## src/rtl/dbus_axil_bridge.sv

```systemverilog
// LSU data-bus to AXI4-Lite bridge: one load or store in flight, 3 cycles from acceptance to DONE at best.
// The LSU is stalled from acceptance through the response; every master valid is held until its ready.
module dbus_axil_bridge #(
  parameter int XLEN   = 64,
  parameter int XBYTES = XLEN/8
) (
  input  logic              clk_i,
  input  logic              rst_ni,
  input  logic              req_wvalid_i,
  input  logic              req_arvalid_i,
  input  logic [XLEN-1:0]   req_addr_i,
  input  logic [XLEN-1:0]   req_wdata_i,
  input  logic [XBYTES-1:0] req_wstrb_i,
  output logic [XLEN-1:0]   rdata_o,
  output logic              stall_o,
  output logic              err_o,
  output logic              m_awvalid_o,
  input  logic              m_awready_i,
  output logic [XLEN-1:0]   m_awaddr_o,
  output logic              m_wvalid_o,
  input  logic              m_wready_i,
  output logic [XLEN-1:0]   m_wdata_o,
  output logic [XBYTES-1:0] m_wstrb_o,
  input  logic              m_bvalid_i,
  output logic              m_bready_o,
  input  logic [1:0]        m_bresp_i,
  output logic              m_arvalid_o,
  input  logic              m_arready_i,
  output logic [XLEN-1:0]   m_araddr_o,
  input  logic              m_rvalid_i,
  output logic              m_rready_o,
  input  logic [XLEN-1:0]   m_rdata_i,
  input  logic [1:0]        m_rresp_i
);

  typedef enum logic [2:0] {
    IDLE    = 3'd0,
    WR_REQ  = 3'd1,
    WR_RESP = 3'd2,
    RD_REQ  = 3'd3,
    RD_RESP = 3'd4,
    DONE    = 3'd5
  } state_e;

  typedef struct packed {
    logic [XLEN-1:0]   addr;
    logic [XLEN-1:0]   wdata;
    logic [XBYTES-1:0] wstrb;
  } req_t;

  state_e          state_q, state_d;
  req_t            req_q, req_d;
  logic            aw_vld_q, aw_vld_d;
  logic            w_vld_q, w_vld_d;
  logic            ar_vld_q, ar_vld_d;
  logic            aw_done_q, aw_done_d;
  logic            w_done_q, w_done_d;
  logic            err_q, err_d;
  logic [XLEN-1:0] rdata_q, rdata_d;

  logic aw_hs, w_hs, ar_hs;
  logic aw_ok, w_ok;
  logic req_any;

  assign aw_hs   = aw_vld_q & m_awready_i;
  assign w_hs    = w_vld_q & m_wready_i;
  assign ar_hs   = ar_vld_q & m_arready_i;
  // A channel counts as finished if it completed earlier or completes this cycle.
  assign aw_ok   = aw_done_q | aw_hs;
  assign w_ok    = w_done_q | w_hs;
  assign req_any = req_wvalid_i | req_arvalid_i;

  always_ff @(posedge clk_i or negedge rst_ni) begin
    if (!rst_ni) begin
      state_q <= IDLE;
    end else begin
      state_q <= state_d;
    end
  end

  always_comb begin
    state_d = state_q;
    case (state_q)
      IDLE: begin
        if (req_wvalid_i) begin
          state_d = WR_REQ;
        end else if (req_arvalid_i) begin
          state_d = RD_REQ;
        end
      end
      WR_REQ:  if (aw_ok && w_ok) state_d = WR_RESP;
      WR_RESP: if (m_bvalid_i) state_d = DONE;
      RD_REQ:  if (ar_hs) state_d = RD_RESP;
      RD_RESP: if (m_rvalid_i) state_d = DONE;
      DONE:    state_d = IDLE;
      default: state_d = IDLE;
    endcase
  end

  always_comb begin
    req_d     = req_q;
    aw_vld_d  = aw_vld_q;
    w_vld_d   = w_vld_q;
    ar_vld_d  = ar_vld_q;
    aw_done_d = aw_done_q;
    w_done_d  = w_done_q;
    err_d     = err_q;
    rdata_d   = rdata_q;
    case (state_q)
      IDLE: begin
        // Store has priority; a simultaneous load is simply not accepted.
        if (req_wvalid_i) begin
          req_d.addr  = req_addr_i;
          req_d.wdata = req_wdata_i;
          req_d.wstrb = req_wstrb_i;
          aw_vld_d    = 1'b1;
          w_vld_d     = 1'b1;
          aw_done_d   = 1'b0;
          w_done_d    = 1'b0;
          err_d       = 1'b0;
        end else if (req_arvalid_i) begin
          req_d.addr  = req_addr_i;
          req_d.wdata = '0;
          req_d.wstrb = '0;
          ar_vld_d    = 1'b1;
          err_d       = 1'b0;
        end
      end
      WR_REQ: begin
        if (aw_hs) begin
          aw_vld_d  = 1'b0;
          aw_done_d = 1'b1;
        end
        if (w_hs) begin
          w_vld_d  = 1'b0;
          w_done_d = 1'b1;
        end
      end
      WR_RESP: begin
        if (m_bvalid_i) err_d = |m_bresp_i;
      end
      RD_REQ: begin
        if (ar_hs) ar_vld_d = 1'b0;
      end
      RD_RESP: begin
        if (m_rvalid_i) begin
          rdata_d = m_rdata_i;
          err_d   = |m_rresp_i;
        end
      end
      DONE: begin
        aw_done_d = 1'b0;
        w_done_d  = 1'b0;
      end
      default: begin
        aw_vld_d = 1'b0;
        w_vld_d  = 1'b0;
        ar_vld_d = 1'b0;
      end
    endcase
  end

  always_ff @(posedge clk_i or negedge rst_ni) begin
    if (!rst_ni) begin
      req_q     <= '0;
      aw_vld_q  <= 1'b0;
      w_vld_q   <= 1'b0;
      ar_vld_q  <= 1'b0;
      aw_done_q <= 1'b0;
      w_done_q  <= 1'b0;
      err_q     <= 1'b0;
      rdata_q   <= '0;
    end else begin
      req_q     <= req_d;
      aw_vld_q  <= aw_vld_d;
      w_vld_q   <= w_vld_d;
      ar_vld_q  <= ar_vld_d;
      aw_done_q <= aw_done_d;
      w_done_q  <= w_done_d;
      err_q     <= err_d;
      rdata_q   <= rdata_d;
    end
  end

  always_comb begin
    // Gate the IDLE stall term with reset so a held request cannot stall the LSU while in reset.
    stall_o     = rst_ni & (((state_q == IDLE) & req_any) |
                            (state_q == WR_REQ) | (state_q == WR_RESP) |
                            (state_q == RD_REQ) | (state_q == RD_RESP));
    err_o       = (state_q == DONE) & err_q;
    m_awvalid_o = aw_vld_q;
    m_wvalid_o  = w_vld_q;
    m_arvalid_o = ar_vld_q;
    m_bready_o  = (state_q == WR_RESP);
    m_rready_o  = (state_q == RD_RESP);
    m_awaddr_o  = req_q.addr;
    m_araddr_o  = req_q.addr;
    m_wdata_o   = req_q.wdata;
    m_wstrb_o   = req_q.wstrb;
    rdata_o     = rdata_q;
  end

endmodule
```

## config.mk

```make
export PLATFORM = sky130hd
export DESIGN_NAME = dbus_axil_bridge
export DESIGN_NICKNAME = d
export VERILOG_FILES = /design/src/rtl/dbus_axil_bridge.sv
export SDC_FILE = /design/constraint.sdc
export NUM_CORES = 1
export LEC_CHECK = 0
export CAP_MARGIN = 20
export CORE_AREA = 4 4 187 189
export DETAILED_ROUTE_END_ITERATION = 16
export DIE_AREA = 0 0 191 193
export PLACE_DENSITY_LB_ADDON = 0.3
export SLEW_MARGIN = 20
export SYNTH_ARGS = -nofsm -noshare
export SYNTH_HDL_FRONTEND = slang
export SYNTH_SLANG_ARGS = --single-unit
```

## constraint.sdc

```tcl
create_clock -name clk_i -period 3.1 [get_ports clk_i]
set_input_delay 0.62 -clock clk_i [delete_from_list [all_inputs] [get_ports clk_i]]
set_output_delay 0.62 -clock clk_i [all_outputs]
set_load 0.02 [all_outputs]
```

==> summary.txt <==
Outcome
  • Outcome: finished, final reports clean

Global route
  • Met1 Use GR: 16.1%
  • Total GRT Usage: 14.1%
  • Vias in the first global route: 6,775
  • Global routing usage on met3: 4.02%
  • Largest net degree at the start of global routing: 142
  • First-pass GRT wire length: 40.9 mm
  • M2 GR Usage: 25.7%
  • Gr busiest metal: met2
  • Initial antenna violation count: 0
  • GR Overflow Total: 0

Clocking
  • Clk sinks: 209
  • CTS buffer count: 26
  • Post_cts resized: 0
  • CTS max path bufs: 3
  • CTS tree: yes
  • CTS Root Cell: clkbuf_16
  • Hold-fix buffers, CTS: 1
  • Clock-pin slew on the worst setup and hold paths: 60 ps
  • Setup Fix Bufs, Post-CTS: 0
  • H-tree depth: 1
  • Worst-Skew Late Latency: 520 ps

Finish
  • Nets: 1,225
  • Footprint of the multi-input gates: 0.00246 mm2
  • Register Area: 0.00523 mm2
  • Area grow syn2layout: 67.4%
  • Ant diodes: 0
  • Post-route cell area: 0.0142 mm2
  • Fillcell total: 3,112
  • Share of cells above drive strength 1: 18.0%

STA
  • # setup viols final: 0
  • Clock skew: 15.1 ps
  • RSZ-0062 raised after global routing: no
  • Setup_tns: 0 ps
  • Max-slew violations: 0
  • Fin. Hold Viols: 0
  • Fin crit period: 2920 ps
  • PnR worst setup slack: 177 ps
  • Relative slew margins: 46.6%
  • Final period utilization: 94.3%
  • Worst-Margin Slew: 800 ps
  • Fmax: 342 MHz
  • Minimum hold slack: 493 ps

Place
  • Pre-CTS WS: 371 ps
  • Area after DPL: 0.0133 mm2
  • Detail Placement HPWL: 20.8 mm
  • Number of port buffers: 483
  • Placer Congestion: 0.774

Job
  • Max_cap viols: 0

Floorplanning
  • Area of the core: 0.0333 mm2
  • Initial Util: 25.5%
  • Die width: 191 um
  • Number of placement rows: 67
  • # IOs: 484
  • Die ar.: 0.0369 mm2
  • Die Ht: 193 um

Pwr
  • Power density over cell area: 1220 mW/mm2
  • Leakage power: 5.88 nW
  • Worst VDD drop: 0.507 mV

Synthesis
  • Register area share after synthesis: 61.7%
  • Net Count, Synth: 790
  • FFs w/ async S/R, synth: 100%
  • Synth Area in XOR/XNOR: 0%
  • Synth Area in Adders: 0.148%
  • Post-synth EDFFs: 0
  • Avg Inst Size Synth: 14.7 um2
  • Synth cell types: 33
  • Seq cells post-synth: 209
  • Warnings, synthesis: 0
  • Post-synthesis instance total: 576
  • Top FF cell, synth: dfrtp_1
  • Synth Cell Area: 0.00848 mm2
  • Largest family of logic cells by synthesized area: multiplexers
  • Synth Area in Compound Gates: 9.21%
  • Post-synthesis mux area share: 17.1%
  • Simple logic cell fraction of the synthesized area: 2.55%

Drt
  • Drt first-iter violations: 254
  • Vias: 6,337
  • # DRC: 0
  • Pre-antenna DRT Iters: 4
  • Post-route ant nets: 0
  • Final wirelength: 27.7 mm
  • DR WL/cell: 18.8 um
  • Via density per instance: 4.29

Setup path
  • CP max stage delay: 640 ps
  • Crit start category: primary input
  • Highest fanout seen on the critical path: 21
  • CP Cell Sequence: dlygate4sd3_1 > clkbuf_8 > o21ai_0 > a21oi_1 > clkdlybuf4s50_1
  • Crit-path slowest cell: clkdlybuf4s50_1
  • Critical path arrival: 2300 ps
  • Worst EP required: 2480 ps
  • Setup Crit Path Kind: in2out
  • CP Capture Type: output pin

Min path
  • Worst Hold Class: reg2reg
## stage by stage
stage | total power, mW | instances | utilization, %
finish | 17.3 | 1477 | 42.6
global route | 18.3 | 1477 | 42.6
CTS | 17.6 | 1477 | 42.6
detailed placement | 14.5 | 1430 | 40.1
global placement | 14.4 | 1430 | 40.1
floorplan | 10.3 | 576 | -
## synth_stat cells (2+ instances only)
cell type / count / share of area (%)
dfrtp_1: 209 / 62
mux2_2: 118 / 16
a22o_1: 72 / 7.4
buf_4: 66 / 5.8
buf_6: 20 / 2.7
nor2_1: 13 / 0.58
mux2_1: 11 / 1.5
o21ai_0: 10 / 0.59
buf_2: 9 / 0.53
nand2_1: 8 / 0.35
a21oi_1: 5 / 0.30
a31oi_1: 3 / 0.22
inv_1: 3 / 0.13
nand3_1: 3 / 0.18
nor3_1: 3 / 0.18
and3_1: 2 / 0.15
inv_2: 2 / 0.089
nor2_4: 2 / 0.27
nor2b_1: 2 / 0.15
o31ai_1: 2 / 0.18
## placed cells by master (no fill, tap or decap), drive strengths merged
| cell | instances |
|---|---|
| clkdlybuf4s50 | 482 |
| dfrtp | 209 |
| mux2 | 129 |
| a22o | 72 |
| clkbuf | 42 |
| buf | 18 |
| nor2 | 15 |
| o21ai | 10 |
| nand2 | 9 |
| inv | 6 |
| a21oi | 5 |
| nor3 | 4 |
| nand3 | 3 |
| a31oi | 3 |
| nor2b | 2 |
| o31ai | 2 |
| clkinv | 2 |
| and3 | 2 |
| nand2b | 1 |
| or2 | 1 |
| nor3b | 1 |
| a22oi | 1 |
| o311ai | 1 |
| o32ai | 1 |
| a21o | 1 |
| a31o | 1 |
| or3b | 1 |
| nor4b | 1 |
| ha | 1 |
| clkinvlp | 1 |
| bufinv | 1 |
| dlygate4sd3 | 1 |
## path summary, 6_finish.rpt
| check | from | to | slack, ps | cells after the start |
|---|---|---|---|---|
| max | rst_ni | stall_o | 180 | 5 |
| min | w_done_q | w_done_q | 490 | 2 |
| max reg2reg | state_q[1] | m_araddr_o[41] | 1030 | 5 |
| min reg2reg | w_done_q | w_done_q | 490 | 2 |
| max in group asynchronous | rst_ni | m_awvalid_o | 860 | 4 |
| min in group asynchronous | rst_ni | rdata_o[63] | 540 | 2 |
## state kept, by name (all words and copies together), names as in the netlist
register,flops
m_wdata_o,64
m_awvalid_o,1
w_done_q,1
rdata_o,64
aw_done_q,1
state_q,3
err_q,1
m_wstrb_o,8
m_wvalid_o,1
m_arvalid_o,1
m_araddr_o,64
## final cells by class
type	instances	area share (%)
clock buffers	41	5.55
well taps	448	3.95
clock inverters	5	0.414
repair buffers	502	35.7
multi-input cells	267	17.4
flip-flops and latches	209	36.9
inverters	5	0.132
## kinds of logic after synthesis
group	Yosys count
DFF	209
muxes	129
buffers and inverters	100
AOI/OAI and AO/OA	97
and+or+nand+nor	40
adders and majority gates	1
## where the power goes
part / switching (mW) / total (mW) / internal [mW]
Sequential: 0.964 / 5.09 / 4.13
Combinational: 4.41 / 9.25 / 4.84
Clock: 1.15 / 2.97 / 1.82
Total: 6.52 / 17.3 / 10.8
## worst max-delay path, delay by kind of cell
| kind | cells | cell delay, ps |
|---|---|---|
| buf+inv | 3 | 1440 |
| compound gates | 2 | 240 |
## routing by layer
| layer | vias up | routed length [um] |
|---|---|---|
| met5 | - | 0 |
| met4 | 0 | 803 |
| met3 | 48 | 2660 |
| met2 | 300 | 14300 |
| met1 | 3102 | 9980 |
| li1 | 2887 | - |
Note: power is estimated with default switching activity, not from simulation.
